File: config.mk
export PLATFORM = sky130hd
export DESIGN_NAME = program_loader
export DESIGN_NICKNAME = d
export VERILOG_FILES = /design/src/rtl/pisa_loader_pkg.sv /design/src/rtl/loader_timeout.sv /design/src/rtl/program_loader.sv
export SDC_FILE = /design/constraint.sdc
export NUM_CORES = 1
export LEC_CHECK = 0
export CORE_MARGIN = 2
export CORE_UTILIZATION = 39
export CTS_CLUSTER_SIZE = 30
export DETAILED_ROUTE_END_ITERATION = 16
export HOLD_SLACK_MARGIN = 0.06
export MAX_ROUTING_LAYER = met4
export PLACE_DENSITY_LB_ADDON = 0.1
export SYNTH_ARGS = -nofsm -noshare
export SYNTH_HDL_FRONTEND = slang
export SYNTH_SLANG_ARGS = --single-unit
File: constraint.sdc
create_clock -name clk -period 3.7 [get_ports clk]
set_clock_uncertainty 0.1 [all_clocks]
set_input_delay 0.37 -clock clk [delete_from_list [all_inputs] [get_ports clk]]
set_output_delay 0.37 -clock clk [all_outputs]
set_load 0.02 [all_outputs]
File: src/rtl/pisa_loader_pkg.sv
// Shared types and constants for the UART program loader.
// The state enum is shared so other blocks can decode loader progress.
package pisa_loader_pkg;

  typedef enum logic [2:0] {
    IDLE,
    LEN_LO,
    LEN_HI,
    DATA,
    CSUM,
    FILL,
    READY,
    ERROR
  } loader_state_t;

  localparam logic [7:0] SYNC_BYTE = 8'hA5;

  typedef logic [15:0] len_t;

  // States in which the host is mid-frame and the inter-byte gap is policed.
  function automatic logic frame_open(input loader_state_t s);
    return (s == LEN_LO) || (s == LEN_HI) || (s == DATA) || (s == CSUM);
  endfunction

endpackage

File: src/rtl/loader_timeout.sv
// Inter-byte gap watchdog: counts idle cycles while enabled and flags
// expiry once TIMEOUT_CYCLES-1 idle cycles have elapsed since the last clear.
module loader_timeout #(
  parameter int TIMEOUT_CYCLES = 1_000_000
) (
  input  logic clk,
  input  logic rst,
  input  logic enable,
  input  logic clear,
  output logic expired
);

  localparam int CW = $clog2(TIMEOUT_CYCLES + 1);
  localparam logic [CW-1:0] LIMIT = CW'(TIMEOUT_CYCLES - 1);

  logic [CW-1:0] cnt_q;
  logic [CW-1:0] cnt_d;

  assign expired = enable && (cnt_q == LIMIT);

  // Saturate at the limit so a stalled consumer of expired never sees a wrap.
  always_comb begin
    cnt_d = cnt_q;
    if (!enable || clear) begin
      cnt_d = '0;
    end else if (!expired) begin
      cnt_d = cnt_q + 1'b1;
    end
  end

  always_ff @(posedge clk) begin
    if (rst) begin
      cnt_q <= '0;
    end else begin
      cnt_q <= cnt_d;
    end
  end

endmodule

File: src/rtl/program_loader.sv
// Receives a framed program image over a byte stream, writes it into code
// memory, pads the remainder with FILL_BYTE and reports ready or error.
module program_loader
  import pisa_loader_pkg::*;
#(
  parameter int         DEPTH          = 256,
  parameter int         ADDR_W         = $clog2(DEPTH),
  parameter int         TIMEOUT_CYCLES = 1_000_000,
  parameter logic [7:0] FILL_BYTE      = 8'h00
) (
  input  logic              clk,
  input  logic              rst,
  input  logic [7:0]        byte_in,
  input  logic              byte_valid,
  output logic              mem_we,
  output logic [ADDR_W-1:0] mem_addr,
  output logic [7:0]        mem_data,
  output logic              prog_ready,
  output logic              load_error,
  output logic [15:0]       load_len
);

  localparam logic [16:0] DEPTH_L  = 17'(DEPTH);
  localparam logic [16:0] LAST_IDX = 17'(DEPTH - 1);

  loader_state_t state_q, state_d;

  len_t              len_q, len_d;
  len_t              idx_q, idx_d;
  len_t              load_len_q, load_len_d;
  logic [7:0]        sum_q, sum_d;
  logic              mem_we_q, mem_we_d;
  logic [ADDR_W-1:0] mem_addr_q, mem_addr_d;
  logic [7:0]        mem_data_q, mem_data_d;

  logic       sync_seen;
  len_t       frame_len;
  logic       len_ok;
  logic       last_data;
  logic [7:0] csum_total;
  logic       csum_ok;
  logic       fill_needed;
  logic       fill_last;
  logic       expired;

  assign sync_seen   = byte_valid && (byte_in == SYNC_BYTE);
  assign frame_len   = {byte_in, len_q[7:0]};
  assign len_ok      = (frame_len != 16'd0) && ({1'b0, frame_len} <= DEPTH_L);
  assign last_data   = (idx_q == (len_q - 16'd1));
  assign csum_total  = sum_q + byte_in;
  assign csum_ok     = (csum_total == 8'h00);
  assign fill_needed = ({1'b0, len_q} < DEPTH_L);
  assign fill_last   = ({1'b0, idx_q} == LAST_IDX);

  loader_timeout #(
    .TIMEOUT_CYCLES(TIMEOUT_CYCLES)
  ) u_timeout (
    .clk    (clk),
    .rst    (rst),
    .enable (frame_open(state_q)),
    .clear  (byte_valid),
    .expired(expired)
  );

  always_ff @(posedge clk) begin
    if (rst) begin
      state_q <= IDLE;
    end else begin
      state_q <= state_d;
    end
  end

  // A byte arriving in the same cycle as expiry wins over the timeout.
  always_comb begin
    state_d = state_q;
    case (state_q)
      IDLE, READY, ERROR: if (sync_seen) state_d = LEN_LO;
      LEN_LO: begin
        if (byte_valid)   state_d = LEN_HI;
        else if (expired) state_d = ERROR;
      end
      LEN_HI: begin
        if (byte_valid)   state_d = len_ok ? DATA : ERROR;
        else if (expired) state_d = ERROR;
      end
      DATA: begin
        if (byte_valid) begin
          if (last_data) state_d = CSUM;
        end else if (expired) begin
          state_d = ERROR;
        end
      end
      CSUM: begin
        if (byte_valid) begin
          if (!csum_ok)         state_d = ERROR;
          else if (fill_needed) state_d = FILL;
          else                  state_d = READY;
        end else if (expired) begin
          state_d = ERROR;
        end
      end
      FILL:    if (fill_last) state_d = READY;
      default: state_d = IDLE;
    endcase
  end

  // idx_q doubles as data index and fill address: it leaves DATA equal to N.
  always_comb begin
    mem_we_d   = 1'b0;
    mem_addr_d = mem_addr_q;
    mem_data_d = mem_data_q;
    len_d      = len_q;
    idx_d      = idx_q;
    sum_d      = sum_q;
    load_len_d = load_len_q;
    prog_ready = (state_q == READY);
    load_error = (state_q == ERROR);
    case (state_q)
      IDLE, READY, ERROR: begin
        if (sync_seen) begin
          sum_d = 8'h00;
          idx_d = 16'd0;
        end
      end
      LEN_LO: if (byte_valid) len_d = {8'h00, byte_in};
      LEN_HI: if (byte_valid) len_d = frame_len;
      DATA: begin
        if (byte_valid) begin
          mem_we_d   = 1'b1;
          mem_addr_d = idx_q[ADDR_W-1:0];
          mem_data_d = byte_in;
          sum_d      = csum_total;
          idx_d      = idx_q + 16'd1;
        end
      end
      CSUM: if (byte_valid && csum_ok) load_len_d = len_q;
      FILL: begin
        mem_we_d   = 1'b1;
        mem_addr_d = idx_q[ADDR_W-1:0];
        mem_data_d = FILL_BYTE;
        idx_d      = idx_q + 16'd1;
      end
      default: ;
    endcase
  end

  always_ff @(posedge clk) begin
    if (rst) begin
      mem_we_q   <= 1'b0;
      mem_addr_q <= '0;
      mem_data_q <= 8'h00;
      len_q      <= 16'd0;
      idx_q      <= 16'd0;
      sum_q      <= 8'h00;
      load_len_q <= 16'd0;
    end else begin
      mem_we_q   <= mem_we_d;
      mem_addr_q <= mem_addr_d;
      mem_data_q <= mem_data_d;
      len_q      <= len_d;
      idx_q      <= idx_d;
      sum_q      <= sum_d;
      load_len_q <= load_len_d;
    end
  end

  assign mem_we   = mem_we_q;
  assign mem_addr = mem_addr_q;
  assign mem_data = mem_data_q;
  assign load_len = load_len_q;

endmodule

---- Word level (Yosys, flattened, before mapping) ----
Index checks and enable logic that the tools add are counted.
word-level totals
  register bits after elaboration ......... 96
  bits of input ports ..................... 11
  memories kept ........................... 0
  bits in writable memories ............... 0
  output and inout port bits .............. 35
  latch bits .............................. 0
  memory bits (read-only) ................. 0
cells by class
  order comparisons ....................... 2
  reductions and logical operators ........ 25
  multipliers ............................. 0
  divide/modulo/power cells ............... 0
  shift operators ......................... 0
  eq/ne operators ......................... 17
  multiplexer cells ....................... 27
  add/subtract/negate cells ............... 4
  bitwise operators ....................... 1
operators with widths
  operator                                              number
  two-way mux 16 bit                                    4
  one-hot mux 16 bit (3 select lines)                   1
  one-hot mux 8 bit (2 select lines)                    3
  two-way mux 8 bit                                     4
  one-hot mux 16 bit (2 select lines)                   1
  two-way mux 3 bit                                     9
  adder 20 x 1 -> 20 bit, second input constant         1
  equality test 20 bit, second input constant           1
  one-hot mux 3 bit (6 select lines)                    1
  adder 16 x 1 -> 16 bit, second input constant         1
  equality test 16 bit                                  1
  equality test 16 x 8 -> 1 bit, second input constant  1
  <= comparator 16 x 9 -> 1 bit, second input constant  1
  < comparator 16 x 9 -> 1 bit, second input constant   1
  nonzero test 16 bit                                   1
  subtractor 16 x 1 -> 16 bit, second input constant    1
  AND reduction 3 bit                                   5
  equality test 3 bit, second input constant            4
  != test 2 bit, second input constant                  5
  adder 8 bit                                           1
  equality test 8 bit, second input constant            1
  logical NOT 8 bit                                     1
  equality test 3 x 2 -> 1 bit, second input constant   2
  nonzero test 2 bit                                    3
  other kinds (14)                                      22

---- Logic depth before layout (Yosys ltp) ----
Gate-level depths: netlist of run 1.
  depth after elaboration ................. 8
  mapped depth ............................ 12
  gate-level depth less buffers ........... 11

---- Cells and area by module ----
A second synthesis of run 1 with hierarchy kept.
unflattened totals
  cells, all modules ...................... 613
  area total of the unflattened synthesis .. 5044.8 um2
modules (own cells, without submodules)
  module          seq. area each (um2)  area each (um2)  instances  cells an instance
  program_loader  1521.5                4013.8           1          503
  loader_timeout  400.4                 1031.0           1          110

---- Least setup slack after synthesis of run 1 ----
Ideal clock, no wire load.
  path kind ............................... input port to flip-flop
  from .................................... input byte_in[0]
  to ...................................... register load_len_q[4], in the netlist load_len[4]
  library setup time ...................... 128 ps
  arrival time ............................ 2936 ps
  stages .................................. 12
  path slack .............................. 537 ps
  buffers on the path ..................... 1
  cell sequence ........................... ha_1 inv_1 fa_1 nand2b_1 a21oi_1 mux2_1 a2111oi_2 nand4b_1 nor3_4 buf_6 mux2i_1 nor2_1
between the ends
  cells in the longest elaborated chain, start to end .. 4
RTL lines
  element                               RTL line               RTL
  from (decl)                           program_loader.sv:13   input logic [7:0] byte_in,
  adder 8 bit                           program_loader.sv:50   assign csum_total = sum_q + byte_in;
  logical NOT 8 bit                     program_loader.sv:51   assign csum_ok = (csum_total == 8'h00);
  logical AND 1 bit                     program_loader.sv:136  CSUM: if (byte_valid && csum_ok) load_len_d = len_q;
  AND reduction 2 bit (no source line)  --
  to (signal assigned)                  program_loader.sv:163  load_len_q <= load_len_d;
  to (decl)                             program_loader.sv:30   len_t load_len_q, load_len_d;
Every way passes these cells.
A chain may end at the register's enable or synchronous reset.

---- Final worst setup path of run 1 ----
  from .................................... input byte_in[0]
  to ...................................... register load_len_q[9], in the netlist load_len[9]
Same word-level chain as after synthesis.

==> results.md, run 1 <==
| Item | Reported | Unit |
| --- | --- | --- |
| Status | completed | - |
| Synth unique cells | 57 | - |
| Placed cell count | 804 | - |
| Top FF cell, synth | sky130_fd_sc_hd__dfxtp_1 | - |
| Ratio of total power to cell area | 348 | mW/mm² |
| Area Overhead vs Synth | 20.0 | % |
| Number of cells on the worst hold path | 3 | - |
| Overall die height | 116 | µm |
| Required @ worst endpoint | 3830 | ps |
| CP Capture Type | flip-flop | - |
| TritonCTS buffer count | 9 | - |
| Global-route usage over all layers | 19.9 | % |
| Maximum level of the CTS H-tree | 3 | - |
| CP Data Arrival Time | 3490 | ps |
| First-pass GRT wire length | 20300 | µm |
| Worst setup SP type | input port | - |
| Via count of the first global-routing pass | 4039 | - |
| Placed wire-length estimate after detailed placement | 8660 | µm |
| Initial Utilization | 40.4 | % |
| Skew-Pair Late Insertion Delay | 360 | ps |
| Area of the die | 0.0135 | mm² |
| Total negative setup slack | 0 | ps |
| Hold_sp | rst | - |
| Vias | 4310 | - |
| Number of detailed-route iterations in the first pass | 4 | - |
| Horizontal extent of the die | 116 | µm |
| Number of enable-type register cells in the synthesized netlist | 0 | - |
| Clock root cell | sky130_fd_sc_hd__clkbuf_16 | - |
| Worst slew margin | 44.0 | % |
| Routability-driven placement congestion ratio | 0.906 | - |
| WL per Instance | 14.9 | µm |
| Drt first-iter violations | 201 | - |
| Syn_area_per_cell | 8.13 | µm² |
| #FFs+latches synth | 96 | - |
| Max Fanout on Critical Path | 16 | - |
| Commonest cells after routing, fill and taps aside | sky130_fd_sc_hd__nor2_1 (106), sky130_fd_sc_hd__dfxtp_1 (96), sky130_fd_sc_hd__nand2_1 (68) | - |
| IO Count | 46 | - |
| Sink Count | 96 | - |
| Final setup violation count | 0 | - |
| Number of buffers between clock root and the deepest sink | 2 | - |
| Count of buffers added by post-CTS timing repair for setup | 0 | - |
| Largest net degree at the start of global routing | 63 | - |
| Post-cts repair resize count | 0 | - |
| Antenna violations before repair | 0 | - |
| Start of the worst register-to-register path | sum_q[0]$_SDFFE_PP0P_ | - |
| Antenna diodes | 0 | - |
| Total Power Consumption | 2.05 | mW |
| Number of standard cells in the layout, taps in and fillers out | 820 | - |
| Synthesized netlist cell count | 604 | - |
| Sequential cell area in the final layout | 0.00192 | mm² |
| Global-route congestion overflow total | 0 | - |
| Layout cells sized above 1 | 7.36 | % |
| Clock tree from TritonCTS | built | - |
| Hold-fix buffers at CTS | 0 | - |
| Drc violations | 0 | - |
| Synthesized Nets | 626 | - |
| IR drop worst, VDD | 0.269 | mV |
| Worst-case hold slack | 266 | ps |
| Mapped cell area | 0.00491 | mm² |
| RSZ-0062 raised after global routing | no | - |
| Number of cells on the worst reg-to-reg path | 12 | - |
| Async set or reset register ratio after synthesis | 0 | % |
| Clock transition time at the flip-flop clock pins of the worst setup and hold paths | 70 | ps |
| Max Clk Rate | 297 | MHz |
| Area of the core | 0.0122 | mm² |
| Multi-input gate area | 0.00282 | mm² |
| Worst setup slack for register-to-register paths | 470 | ps |
| Cell row count | 40 | - |
| Crit path time final | 3370 | ps |
| Crit path kind | input port to flip-flop | - |
| Type of the tightest min-delay check | input port to flip-flop | - |
| # Max-Cap Violations | 0 | - |
| FILL cells | 1216 | - |
| Part of the Yosys area used for sequential elements | 39.2 | % |
| Post-detailed-routing wire length | 12200 | µm |
| Final count of pins violating max slew | 0 | - |
| Most frequent standard cell in the layout excluding fill and tap cells | sky130_fd_sc_hd__nor2_1 | - |
| Pleak | 2.07 | nW |
| Yosys warning total | 0 | - |
| Final Hold Violating Endpoints | 0 | - |
| Via density per instance | 5.26 | - |
| Slew at the pin closest to its max-slew limit | 838 | ps |
| Antenna Violating Nets Remaining | 0 | - |
| Count of port buffers added during placement | 45 | - |
| Crit Reg-Reg Endpoint | load_len[9]$_SDFFE_PP0P_ | - |
| Nets@finish | 669 | - |
| Share of the clock period used by the worst path after layout | 91.1 | % |
| End point of the worst hold path | state_q[0]$_SDFFE_PP0P_ | - |
## metal layers
metal | routed length (µm) | part of all wire [%] | up-vias | global-route usage [%]
li1 | - | - | 2182 | -
met1 | 5980 | 49 | 2042 | 26.1
met2 | 5650 | 46 | 72 | 30.4
met3 | 457 | 3.7 | 14 | 5.76
met4 | 153 | 1.3 | 0 | 4.92
met5 | 0 | 0 | - | -
## logic make-up (layout without fill, tap and decap cells)
| group | count (synthesis) | after routing | share of synthesized area [%] |
|---|---|---|---|
| fa+ha+maj | 11 | 11 | 2.96 |
| simple gates | 272 | 272 | 26.7 |
| flops | 96 | 96 | 39.2 |
| mux | 32 | 32 | 6.55 |
| xor+xnor | 47 | 47 | 8.39 |
| buf+inv | 43 | 91 | 3.47 |
| compound gates | 103 | 103 | 12.8 |
## cell type report
type | instances | share of cell area [%]
clock buffer | 9 | 3.82
clock inverter | 7 | 1.23
inverter | 11 | 0.701
multi-input combinational | 465 | 47.8
sequential | 96 | 32.6
tap | 168 | 3.57
timing repair buffer | 64 | 10.2
## registers in the layout, indices dropped and copies added (netlist names)
name             count
idx_q               16
len_q               16
load_len            16
mem_addr             8
mem_data             8
mem_we               1
state_q              3
sum_q                8
u_timeout.cnt_q     20
## worst max-delay path by stage
stage               startpoint                       end  depth (start not counted)
CTS                 byte_in[0]  load_len[9]$_SDFFE_PP0P_                         13
floorplan           byte_in[0]  load_len[4]$_SDFFE_PP0P_                         12
global placement    byte_in[0]  load_len[0]$_SDFFE_PP0P_                         13
detailed placement  byte_in[0]  load_len[9]$_SDFFE_PP0P_                         13
global route        byte_in[0]  load_len[8]$_SDFFE_PP0P_                         13
finish              byte_in[0]  load_len[9]$_SDFFE_PP0P_                         13
## report_power, final
group          switching, mW  internal, mW  leakage, nW  total [mW]
Clock                  0.424         0.523        0.141       0.948
Sequential          0.000206          1.03        0.773        1.03
Combinational         0.0418        0.0268         1.16      0.0686
## through the flow
| step | instance area [µm²] | worst slack (ps) | utilization (%) |
|---|---|---|---|
| global placement | 5590 | 89.3 | 46.0 |
| detailed placement | 5590 | -35.0 | 46.0 |
| global route | 5890 | 131 | 48.4 |
| finish | 5890 | 331 | 48.4 |
| CTS | 5890 | 333 | 48.4 |
| floorplan | 4910 | 537 | - |
## worst max-delay path: stages
cell                              delay (ps)
sky130_fd_sc_hd__clkdlybuf4s50_1         480
sky130_fd_sc_hd__ha_1                    160
sky130_fd_sc_hd__inv_1                    50
sky130_fd_sc_hd__fa_1                    390
sky130_fd_sc_hd__nand2b_1                180
sky130_fd_sc_hd__a21oi_1                 200
sky130_fd_sc_hd__mux2_1                  360
sky130_fd_sc_hd__a2111oi_2               380
sky130_fd_sc_hd__nand4b_1                240
sky130_fd_sc_hd__nor3_4                  210
sky130_fd_sc_hd__buf_12                  190
sky130_fd_sc_hd__mux2i_1                 210
sky130_fd_sc_hd__nor2_1                   60
## cells in the mapped netlist, types with 5 or more instances
master / instances / share of area [%]
sky130_fd_sc_hd__clkbuf_1: 29 / 2.2
sky130_fd_sc_hd__nand2_1: 68 / 5.2
sky130_fd_sc_hd__nor2b_1: 5 / 0.64
sky130_fd_sc_hd__mux2i_1: 31 / 6.3
sky130_fd_sc_hd__nor4_1: 10 / 1.3
sky130_fd_sc_hd__nor2_1: 106 / 8.1
sky130_fd_sc_hd__or3_1: 6 / 0.76
sky130_fd_sc_hd__a22oi_1: 10 / 1.5
sky130_fd_sc_hd__inv_1: 10 / 0.76
sky130_fd_sc_hd__o21ai_0: 21 / 2.1
sky130_fd_sc_hd__ha_1: 10 / 2.5
sky130_fd_sc_hd__xor2_1: 31 / 5.5
sky130_fd_sc_hd__and3_1: 12 / 1.5
sky130_fd_sc_hd__nand3_1: 12 / 1.2
sky130_fd_sc_hd__nor3_1: 10 / 1.0
sky130_fd_sc_hd__a21oi_1: 45 / 4.6
sky130_fd_sc_hd__dfxtp_1: 96 / 39
sky130_fd_sc_hd__nand4_1: 13 / 1.7
sky130_fd_sc_hd__xnor2_1: 16 / 2.9
Note: power is estimated with default switching activity, not from simulation.
==> run 2, diff against run 1 <==
--- a/config.mk
+++ b/config.mk
@@ -12,6 +12,7 @@
 export HOLD_SLACK_MARGIN = 0.06
 export MAX_ROUTING_LAYER = met4
 export PLACE_DENSITY_LB_ADDON = 0.1
+export RECOVER_POWER = 25
 export SYNTH_ARGS = -nofsm -noshare
 export SYNTH_HDL_FRONTEND = slang
 export SYNTH_SLANG_ARGS = --single-unit
==> results.md, run 2 (synthesis gave the netlist of run 1 again) <==
| Item | Reported | Unit |
| --- | --- | --- |
| Crit path kind | input port to flip-flop | - |
| Area of the die | 0.0135 | mm² |
| IR drop worst, VDD | 0.270 | mV |
| Post-cts repair resize count | 0 | - |
| Number of cells on the worst hold path | 3 | - |
| Final setup violation count | 0 | - |
| Largest register by flop count | u_timeout.cnt_q | - |
| Crit path time final | 3360 | ps |
| Horizontal extent of the die | 116 | µm |
| Antenna diodes | 0 | - |
| Type of the tightest min-delay check | input port to flip-flop | - |
| Ratio of total power to cell area | 348 | mW/mm² |
| Via count of the first global-routing pass | 4039 | - |
| Antenna Violating Nets Remaining | 0 | - |
| Drt first-iter violations | 215 | - |
| Start of the worst register-to-register path | sum_q[0]$_SDFFE_PP0P_ | - |
| CP Data Arrival Time | 3490 | ps |
| Number of detailed-route iterations in the first pass | 4 | - |
| RSZ-0062 raised after global routing | no | - |
| Largest net degree at the start of global routing | 63 | - |
| Antenna violations before repair | 0 | - |
| Post-place instance area | 0.00559 | mm² |
| Area of the core | 0.0122 | mm² |
| Clock transition time at the flip-flop clock pins of the worst setup and hold paths | 70 | ps |
| Vias | 4282 | - |
| Number of cells on the worst reg-to-reg path | 12 | - |
| Count of port buffers added during placement | 45 | - |
| Drc violations | 0 | - |
| FILL cells | 1218 | - |
| Placed wire-length estimate after detailed placement | 8660 | µm |
| Placed cell count | 804 | - |
| Number of standard cells in the layout, taps in and fillers out | 820 | - |
| CP Capture Type | flip-flop | - |
| Routability-driven placement congestion ratio | 0.906 | - |
| Sequential cell area in the final layout | 0.00192 | mm² |
| Via density per instance | 5.22 | - |
| Worst setup SP type | input port | - |
| Initial Utilization | 40.4 | % |
| Cell area after layout | 0.00588 | mm² |
| Required @ worst endpoint | 3830 | ps |
| Worst slew margin | 43.9 | % |
| Clock tree from TritonCTS | built | - |
| Multi-input gate area | 0.00282 | mm² |
| Hold_sp | rst | - |
| Area Overhead vs Synth | 19.9 | % |
| Launching instance or port of the critical path | byte_in[0] | - |
| TritonCTS buffer count | 9 | - |
| Final Hold Violating Endpoints | 0 | - |
| Layout cells sized above 1 | 7.21 | % |
| Max Clk Rate | 298 | MHz |
| Post-detailed-routing wire length | 12200 | µm |
| Number of flip-flops under the largest register name | 20 | - |
| Clock root cell | sky130_fd_sc_hd__clkbuf_16 | - |
| Skew-Pair Late Insertion Delay | 360 | ps |
| First-pass GRT wire length | 20300 | µm |
| Count of buffers added by post-CTS timing repair for setup | 0 | - |
| WL per Instance | 14.9 | µm |
| Total Power Consumption | 2.05 | mW |
| Maximum level of the CTS H-tree | 3 | - |
| Pleak | 2.18 | nW |
| IO Count | 46 | - |
| Status | completed | - |
| Commonest cells after routing, fill and taps aside | sky130_fd_sc_hd__nor2_1 (106), sky130_fd_sc_hd__dfxtp_1 (96), sky130_fd_sc_hd__nand2_1 (68) | - |
| Max Fanout on Critical Path | 16 | - |
| Hold-fix buffers at CTS | 0 | - |
| Nets@finish | 669 | - |
| Number of buffers between clock root and the deepest sink | 2 | - |
| Slew at the pin closest to its max-slew limit | 833 | ps |
| Share of the clock period used by the worst path after layout | 90.8 | % |
| # Max-Cap Violations | 0 | - |
| Final count of pins violating max slew | 0 | - |
| Global-route congestion overflow total | 0 | - |
| Sink Count | 96 | - |
| Global-route usage over all layers | 19.9 | % |
| Most frequent standard cell in the layout excluding fill and tap cells | sky130_fd_sc_hd__nor2_1 | - |
| Overall die height | 116 | µm |
| Cell row count | 40 | - |
==> run 2: changes by cell type in the layout (fill, tap and decap cells not counted) <==
cell                              delta
sky130_fd_sc_hd__buf_4               -1
sky130_fd_sc_hd__clkdlybuf4s50_1    -31
sky130_fd_sc_hd__dlygate4sd3_1      +31
sky130_fd_sc_hd__clkbuf_1            +1
==> run 2: final timing paths <==
check                                           endpoint  slack, ps
worst min-delay path             state_q[0]$_SDFFE_PP0P_        260
worst min register to register  mem_addr[0]$_SDFFE_PP0P_        350
worst max-delay path            load_len[9]$_SDFFE_PP0P_        340
worst max register to register  load_len[9]$_SDFFE_PP0P_        480
==> run 2: cell type report <==
class	count	area share, %
clock buffer	9	3.83
timing repair buffer	64	10.1
sequential	96	32.7
clock inverter	7	1.23
multi-input combinational	465	47.9
tap	168	3.57
inverter	11	0.702
==> run 2: power breakdown <==
group	switching [mW]	internal (mW)	leakage [nW]
clock	0.426	0.523	0.141
combinational	0.0417	0.0268	1.27
sequential	0.000206	1.03	0.773
total	0.467	1.58	2.18
==> run 2: per-layer routing <==
| layer | part of all wire (%) | up-vias | GRT usage, % |
|---|---|---|---|
| met4 | 1.2 | 0 | 4.92 |
| li1 | - | 2184 | - |
| met1 | 49 | 2018 | 26.1 |
| met5 | 0 | - | - |
| met2 | 46 | 67 | 30.4 |
| met3 | 3.6 | 13 | 5.76 |
==> run 2: metrics by stage <==
stage | setup TNS, ps | hold WS, ps | util, % | setup slack (ps)
finish | 0 | 256 | 48.4 | 340
global route | 0 | 284 | 48.4 | 131
CTS | 0 | 244 | 48.4 | 333
detailed placement | -38.6 | 346 | 46.0 | -35.0
global placement | 0 | 341 | 46.0 | 89.3
floorplan | 0 | 358 | - | 537
==> run 2: critical path, stage by stage <==
cell and delay, ps:
sky130_fd_sc_hd__clkdlybuf4s50_1 480, sky130_fd_sc_hd__ha_1 160, sky130_fd_sc_hd__inv_1 50, sky130_fd_sc_hd__fa_1 390
sky130_fd_sc_hd__nand2b_1 180, sky130_fd_sc_hd__a21oi_1 200, sky130_fd_sc_hd__mux2_1 360, sky130_fd_sc_hd__a2111oi_2 380
sky130_fd_sc_hd__nand4b_1 230, sky130_fd_sc_hd__nor3_4 210, sky130_fd_sc_hd__buf_12 190, sky130_fd_sc_hd__mux2i_1 210
sky130_fd_sc_hd__nor2_1 60
==> run 3, diff against run 2 <==
--- a/config.mk
+++ b/config.mk
@@ -16,3 +16,4 @@
 export SYNTH_ARGS = -nofsm -noshare
 export SYNTH_HDL_FRONTEND = slang
 export SYNTH_SLANG_ARGS = --single-unit
+export TNS_END_PERCENT = 5
==> results of run 3 <==
The final DEF is identical to that of run 2; final timing and power are the same.
